--- config.mk ---
export PLATFORM = sky130hd
export DESIGN_NAME = node_memory_bank
export DESIGN_NICKNAME = d
export VERILOG_FILES = /design/src/rtl/node_memory_bank.sv
export SDC_FILE = /design/constraint.sdc
export NUM_CORES = 1
export LEC_CHECK = 0
export BUFFER_PORTS_ARGS = -buffer_cell sky130_fd_sc_hd__buf_4
export CORE_MARGIN = 2
export CORE_UTILIZATION = 28
export DETAILED_ROUTE_END_ITERATION = 8
export PLACE_DENSITY = 0.5
export SYNTH_ARGS = -nofsm -noshare
export SYNTH_HDL_FRONTEND = slang
export SYNTH_SLANG_ARGS = --single-unit
--- constraint.sdc ---
create_clock -name clk -period 3.2 [get_ports clk]
set_input_delay 0.64 -clock clk [delete_from_list [all_inputs] [get_ports clk]]
set_output_delay 0.64 -clock clk [all_outputs]
set_load 0.02 [all_outputs]
--- src/rtl/node_memory_bank.sv ---
// Byte-addressed node state bank with big-endian word access, a registered read port,
// per-byte write enables, range checking and a hardware clear sweep.
module node_memory_bank #(
  parameter int BYTE_W     = 8,
  parameter int WORD_BYTES = 2,
  parameter int DEPTH      = 64,
  parameter int ADDR_W     = 16
) (
  input  logic                         clk,
  input  logic                         nrst,
  input  logic                         wr_en,
  input  logic                         rd_en,
  input  logic [ADDR_W-1:0]            index,
  input  logic [WORD_BYTES-1:0]        byte_en,
  input  logic [WORD_BYTES*BYTE_W-1:0] data_in,
  input  logic                         clr_req,
  output logic [WORD_BYTES*BYTE_W-1:0] data_out,
  output logic                         rd_valid,
  output logic                         addr_err,
  output logic                         busy
);

  localparam int PTR_W = (DEPTH > 1) ? $clog2(DEPTH) : 1;
  localparam int WW    = WORD_BYTES * BYTE_W;

  localparam logic [0:0] ST_CLEAR = 1'b0;
  localparam logic [0:0] ST_IDLE  = 1'b1;

  logic [0:0]       state_q, state_d;
  logic [PTR_W-1:0] ptr_q, ptr_d;
  logic [WW-1:0]    dout_q, dout_d;
  logic             rv_q, ae_q;
  logic [BYTE_W-1:0] mem_q [DEPTH];

  logic [ADDR_W:0] end_addr;
  logic            legal, idle, acc_rd, acc_wr, acc_bad;

  // Range check carries one extra bit so index near the top of the port cannot wrap.
  assign end_addr = {1'b0, index} + (ADDR_W+1)'(WORD_BYTES);
  assign legal    = end_addr <= (ADDR_W+1)'(DEPTH);
  assign idle     = (state_q == ST_IDLE);
  assign acc_rd   = idle & rd_en & legal;
  assign acc_wr   = idle & wr_en & legal;
  assign acc_bad  = idle & (rd_en | wr_en) & ~legal;

  // Lane k is the byte at index+k; lane 0 is the word MSB.
  logic [WORD_BYTES-1:0][PTR_W-1:0]  lane_addr;
  logic [WORD_BYTES-1:0]             lane_we;
  logic [WORD_BYTES-1:0][BYTE_W-1:0] lane_wdata;
  logic [WW-1:0]                     rd_word;

  for (genvar k = 0; k < WORD_BYTES; k++) begin : g_lane
    localparam int S = WORD_BYTES - 1 - k;
    assign lane_addr[k]                 = PTR_W'(index + ADDR_W'(k));
    assign lane_we[k]                   = acc_wr & byte_en[S];
    assign lane_wdata[k]                = data_in[S*BYTE_W +: BYTE_W];
    assign rd_word[S*BYTE_W +: BYTE_W]  = mem_q[lane_addr[k]];
  end

  // Array is never reset; the sweep is the only way it gets zeroed.
  always_ff @(posedge clk) begin
    if (state_q == ST_CLEAR) begin
      mem_q[ptr_q] <= '0;
    end else begin
      for (int k = 0; k < WORD_BYTES; k++)
        if (lane_we[k]) mem_q[lane_addr[k]] <= lane_wdata[k];
    end
  end

  always_comb begin
    state_d = state_q;
    ptr_d   = ptr_q;
    if (state_q == ST_CLEAR) begin
      ptr_d = ptr_q + 1'b1;
      if (ptr_q == PTR_W'(DEPTH - 1)) begin
        state_d = ST_IDLE;
        ptr_d   = '0;
      end
    end else if (clr_req) begin
      state_d = ST_CLEAR;
      ptr_d   = '0;
    end
  end

  // Read data is sampled from the array before this edge's write lands.
  assign dout_d = acc_rd ? rd_word : dout_q;

  always_ff @(posedge clk or negedge nrst) begin
    if (!nrst) begin
      state_q <= ST_CLEAR;
      ptr_q   <= '0;
      dout_q  <= '0;
      rv_q    <= 1'b0;
      ae_q    <= 1'b0;
    end else begin
      state_q <= state_d;
      ptr_q   <= ptr_d;
      dout_q  <= dout_d;
      rv_q    <= acc_rd;
      ae_q    <= acc_bad;
    end
  end

  assign data_out = dout_q;
  assign rd_valid = rv_q;
  assign addr_err = ae_q;
  assign busy     = (state_q == ST_CLEAR);

endmodule

==> results.md <==
- For the pin with the worst max-slew slack, the measured transition is between 1000 and 1500 ps.
- By startpoint and endpoint, the worst setup path is classified as input port to register.
- The worst pin sits at a relative slew slack of between 20% and 30%.
- The minimum period implied by the final worst setup slack is 3192 ps.
- For the worst-skew pair, the clock arrives at the later sink with an insertion delay of roughly 660 ps.
- A synthesized cell averages between 10 and 15 sq um.
- The class of the tightest hold or removal check is input port to register.
- STA classifies the critical path endpoint as a register.
- The startpoint identified for the worst register-to-register timing path is mem_q[53][7].
- IR analysis of the VDD net gives a maximum drop of between 0.3 and 0.4 mV.
- Cell internal power was estimated by the tool at around 15000 uW.
- After detailed routing, the number of vias per cell comes to roughly 5.8.
- The synthesized design devotes to its leading area cell type ~46% of total area.
- In this run the clock root is driven by a sky130_fd_sc_hd__clkbuf_16.
- The most instantiated library cell after synthesis is sky130_fd_sc_hd__edfxtp_1.
- Sequential cells were found to cover about 48% of the synthesized design area.
- The overall overflow remaining after global route is 0.
- The mean routed wirelength per cell is about 33 um.
- During I/O placement, the number of pins put on the boundary was slightly below 60.
- The routability-driven placement congestion ratio is roughly 0.94.
- The synthesized area is approximately 0.034 sq mm.
- In the synthesized netlist, mux cells make up around a third of the area.
- The post-synthesis compound-gate area fraction is slightly below 9%.
- The number of antenna violations at the first check in global routing is 7.
- The sort of element at the start of the critical path is an input port.
- The proportion of total power due to net switching is a little under a third.
- The clock transition at the registers of the reported paths is about 70 ps.
- The count of endpoints failing setup in the final report is 0.
- Counting flops and latches in the post-synthesis netlist gives 537.
- Counting along the longest clock path gives a buffer depth of 3.
- The synthesized netlist devotes 0.1493% of its cell area to adder and majority cells.
- The critical path data arrival time is between 3000 and 4000 ps.
- During placement, the flow inserted port buffers numbering between 50 and 60.
- The CTS tree is yes.
- Of the total synthesized cell area, the portion taken by XOR and XNOR cells is less than 1%.
- The flow ran to the end, and the final reports show no timing, DRC or antenna violations.
- The most frequently used flop master after synthesis is sky130_fd_sc_hd__edfxtp_1.
- Across every metal layer, demand over resource in global routing totals between 20% and 30%.
- The final hold violation count is 0.
- The count of final max-slew check failures was 0.
- The sum of routed wire length over all layers is between 100 and 150 mm.
- The worst path uses 99.75% of the clock period.
- The launch point of the worst path is index[1].
- Of the total synthesized cell area, the portion taken by AND, OR, NAND and NOR gates is under 10%.
- The final route contains 26320 vias.
- The clock share of power is a little under two fifths.
- The total negative setup slack is 0 ps.
- The violation count after the first detailed-route iteration is approximately 3200.
- The via count of the first global-routing pass was 26120.
- The die covers 0.1225 sq mm.
- The source of the worst hold timing path is clr_req.
- The number of detailed-route iterations in the first pass is 5.
- The count of cell types in the netlist is 82.
- The fraction of power consumed by sequential logic is approximately two fifths.
- During synthesis, Yosys emitted a total of 0 warnings.
- The highest fanout seen on the critical path is 13.
- Of the total power, combinational logic draws a little over a fifth.
- The number of DRC violations after detailed routing is 0.
- Summed over all cells, the static leakage comes to approximately 0.016 uW.
- The endpoint required time on the critical path is 3750 ps.
- The height of the die is approximately 350 um.
- The area added between synthesis and finish is 31.45%.
- After synthesis, the most frequently instantiated cells are sky130_fd_sc_hd__edfxtp_1, sky130_fd_sc_hd__mux2_2, sky130_fd_sc_hd__clkbuf_1, sky130_fd_sc_hd__nand2_1, sky130_fd_sc_hd__mux4_2.
- The HPWL reported at the end of detailed placement is about 100 mm.
- In this run the horizontal extent of the chip is approximately 350 um.
- The first global-routing pass estimated 209.3 mm of wire.
- The pin count of the biggest net entering global routing is 65.
- Sorting the synthesized cells by area gives the leading types as sky130_fd_sc_hd__edfxtp_1, sky130_fd_sc_hd__mux2_2, sky130_fd_sc_hd__mux4_2, sky130_fd_sc_hd__mux2_1, sky130_fd_sc_hd__mux2i_1.
- The placeable core region is ~0.12 sq mm.
- Hold is met by approximately 260 ps.
- Counting every instance in the synthesized netlist gives 2506.
- The count of nets after finishing is between 2000 and 3000.
- The cell type with the largest total area after synthesis is sky130_fd_sc_hd__edfxtp_1.
- The total nets after synthesis is around 2500.
- The initial utilization of the core area, before any placement, comes to between 20% and 30%.
- On the final layout, the worst clock skew is approximately 33 ps.
- The clock drives between 500 and 600 sinks.
- Max-cap violations in this run came to 0.
- In this run the cell area measured after placement is between 0.04 and 0.05 sq mm.
- The switching power is ~6500 uW.
- The count of nets left with antenna violations once routing finished came out at 0.
- The number of H-tree levels is 3.
- The maximum achievable frequency is about 310 MHz.
- The largest family of logic cells by synthesized area is multiplexers.
- Power spread over the standard cell area amounts to 479.8 mW/mm^2.
- The total number of placement rows is around 130.
- After routing the design area is about 0.044 sq mm.
- The count of flip-flops with a built-in enable after synthesis is 512.
- The TritonCTS buffer count is 69.
- Cells with a size suffix above 1 make up about half of the layout.
- The share of flip-flops with an asynchronous set or reset is 4.655%.
- Setup repair after global routing could not meet its margin everywhere.
- The design draws 21140 uW.
[cells by family (layout without fill, tap and decap cells)]
kind of cell	after synthesis	in the layout
AOI/OAI and AO/OA	423	423
xor gates and xnor gates	10	10
muxes	792	792
adders and majority gates	4	4
other	0	2
and+or+nand+nor	455	455
buffers and inverters	285	697
DFF	537	537
[state kept, by name, indices dropped and copies added, names as in the netlist]
signal	cells
mem_q	512
rd_valid	1
ptr_q	6
addr_err	1
idle	1
data_out	16
[routing by layer]
layer	GRT usage (%)	vias to the layer above	wire, um
met5	0	-	26
met4	8.269	4	5448
met3	4.587	282	12390
met2	37.39	1509	66780
met1	33.44	13730	63730
li1	-	10800	-
[power by group through the flow]
| stage | Sequential, uW | Combinational (uW) | Clock (uW) |
|---|---|---|---|
| after detailed placement | 8670 | 4480 | 0 |
| after global routing | 8590 | 4740 | 8310 |
| final | 8550 | 4620 | 7960 |
| after floorplan | 8420 | 2300 | 0 |
| after global placement | 8660 | 4470 | 0 |
| after CTS | 8530 | 4510 | 8060 |
[critical path: stages]
cell and delay (ps):
sky130_fd_sc_hd__clkbuf_8 130, sky130_fd_sc_hd__buf_12 130, sky130_fd_sc_hd__ha_1 240, sky130_fd_sc_hd__buf_4 170, sky130_fd_sc_hd__xnor2_2 170, sky130_fd_sc_hd__buf_12 170, sky130_fd_sc_hd__buf_12 150, sky130_fd_sc_hd__nand2_1 230
sky130_fd_sc_hd__buf_4 210, sky130_fd_sc_hd__o2bb2ai_1 100, sky130_fd_sc_hd__nor4_2 370, sky130_fd_sc_hd__nand3b_1 210, sky130_fd_sc_hd__o311ai_0 290, sky130_fd_sc_hd__buf_4 270, sky130_fd_sc_hd__a31o_2 230
[metrics by stage]
stage                     util, %  setup slack, ps  cells
final                       37.21            7.901   4520
after global routing        37.20           -41.54   4518
after CTS                   37.15            7.244   4518
after detailed placement    35.23            -1073   4394
after global placement      35.23            -1027   4394
after floorplan                 -           -524.5   2506
[cell type report]
| class | count | area [sq um] |
|---|---|---|
| diodes | 2 | 5.005 |
| clock buffers | 88 | 1883 |
| clock inverters | 35 | 364.1 |
| fillers | 11170 | 74340 |
| inverters | 7 | 26.28 |
| multi-input cells | 1684 | 17620 |
| flip-flops and latches | 537 | 16000 |
| well taps | 1600 | 2002 |
| repair buffers | 567 | 6148 |
[worst paths after layout]
kind,depth (start not counted),end,slack [ps]
min,2,ptr_q[1],260
max in group asynchronous,2,addr_err,2290
min in group asynchronous,2,ptr_q[4],520
max reg2reg,8,data_out[15],410
max,15,data_out[0],8
min reg2reg,2,data_out[11],500
[what timing repair did]
item,in CTS,in global routing
endpoints found under the setup margin,2,187
endpoints found under the hold margin,25,0
setup buffers,0,0
resized for setup,4,14
hold buffers,1,0
[cell usage in the layout (no fill, tap or decap), types with 11 or more instances in the layout]
cell type / instances
sky130_fd_sc_hd__o22ai_4: 32
sky130_fd_sc_hd__mux4_2: 153
sky130_fd_sc_hd__edfxtp_1: 512
sky130_fd_sc_hd__mux2_2: 354
sky130_fd_sc_hd__a21oi_1: 80
sky130_fd_sc_hd__clkinv_1: 11
sky130_fd_sc_hd__nand2_1: 154
sky130_fd_sc_hd__o22ai_1: 20
sky130_fd_sc_hd__o21bai_4: 29
sky130_fd_sc_hd__a31oi_1: 30
sky130_fd_sc_hd__buf_12: 149
sky130_fd_sc_hd__and3_1: 15
sky130_fd_sc_hd__nand4_1: 11
sky130_fd_sc_hd__nor3_1: 24
sky130_fd_sc_hd__buf_4: 412
sky130_fd_sc_hd__nand3_1: 82
sky130_fd_sc_hd__o21ai_0: 48
sky130_fd_sc_hd__mux2_1: 135
sky130_fd_sc_hd__clkbuf_16: 73
sky130_fd_sc_hd__nand2b_1: 12
sky130_fd_sc_hd__a221oi_1: 17
sky130_fd_sc_hd__nor2_1: 25
sky130_fd_sc_hd__nor3_4: 34
sky130_fd_sc_hd__clkbuf_1: 15
sky130_fd_sc_hd__a22oi_1: 32
sky130_fd_sc_hd__mux2_4: 43
sky130_fd_sc_hd__o221ai_1: 11
sky130_fd_sc_hd__mux2i_1: 101
sky130_fd_sc_hd__dfrtp_1: 25
sky130_fd_sc_hd__nand4_2: 30
No activity file was read; power rests on OpenSTA's default activity.
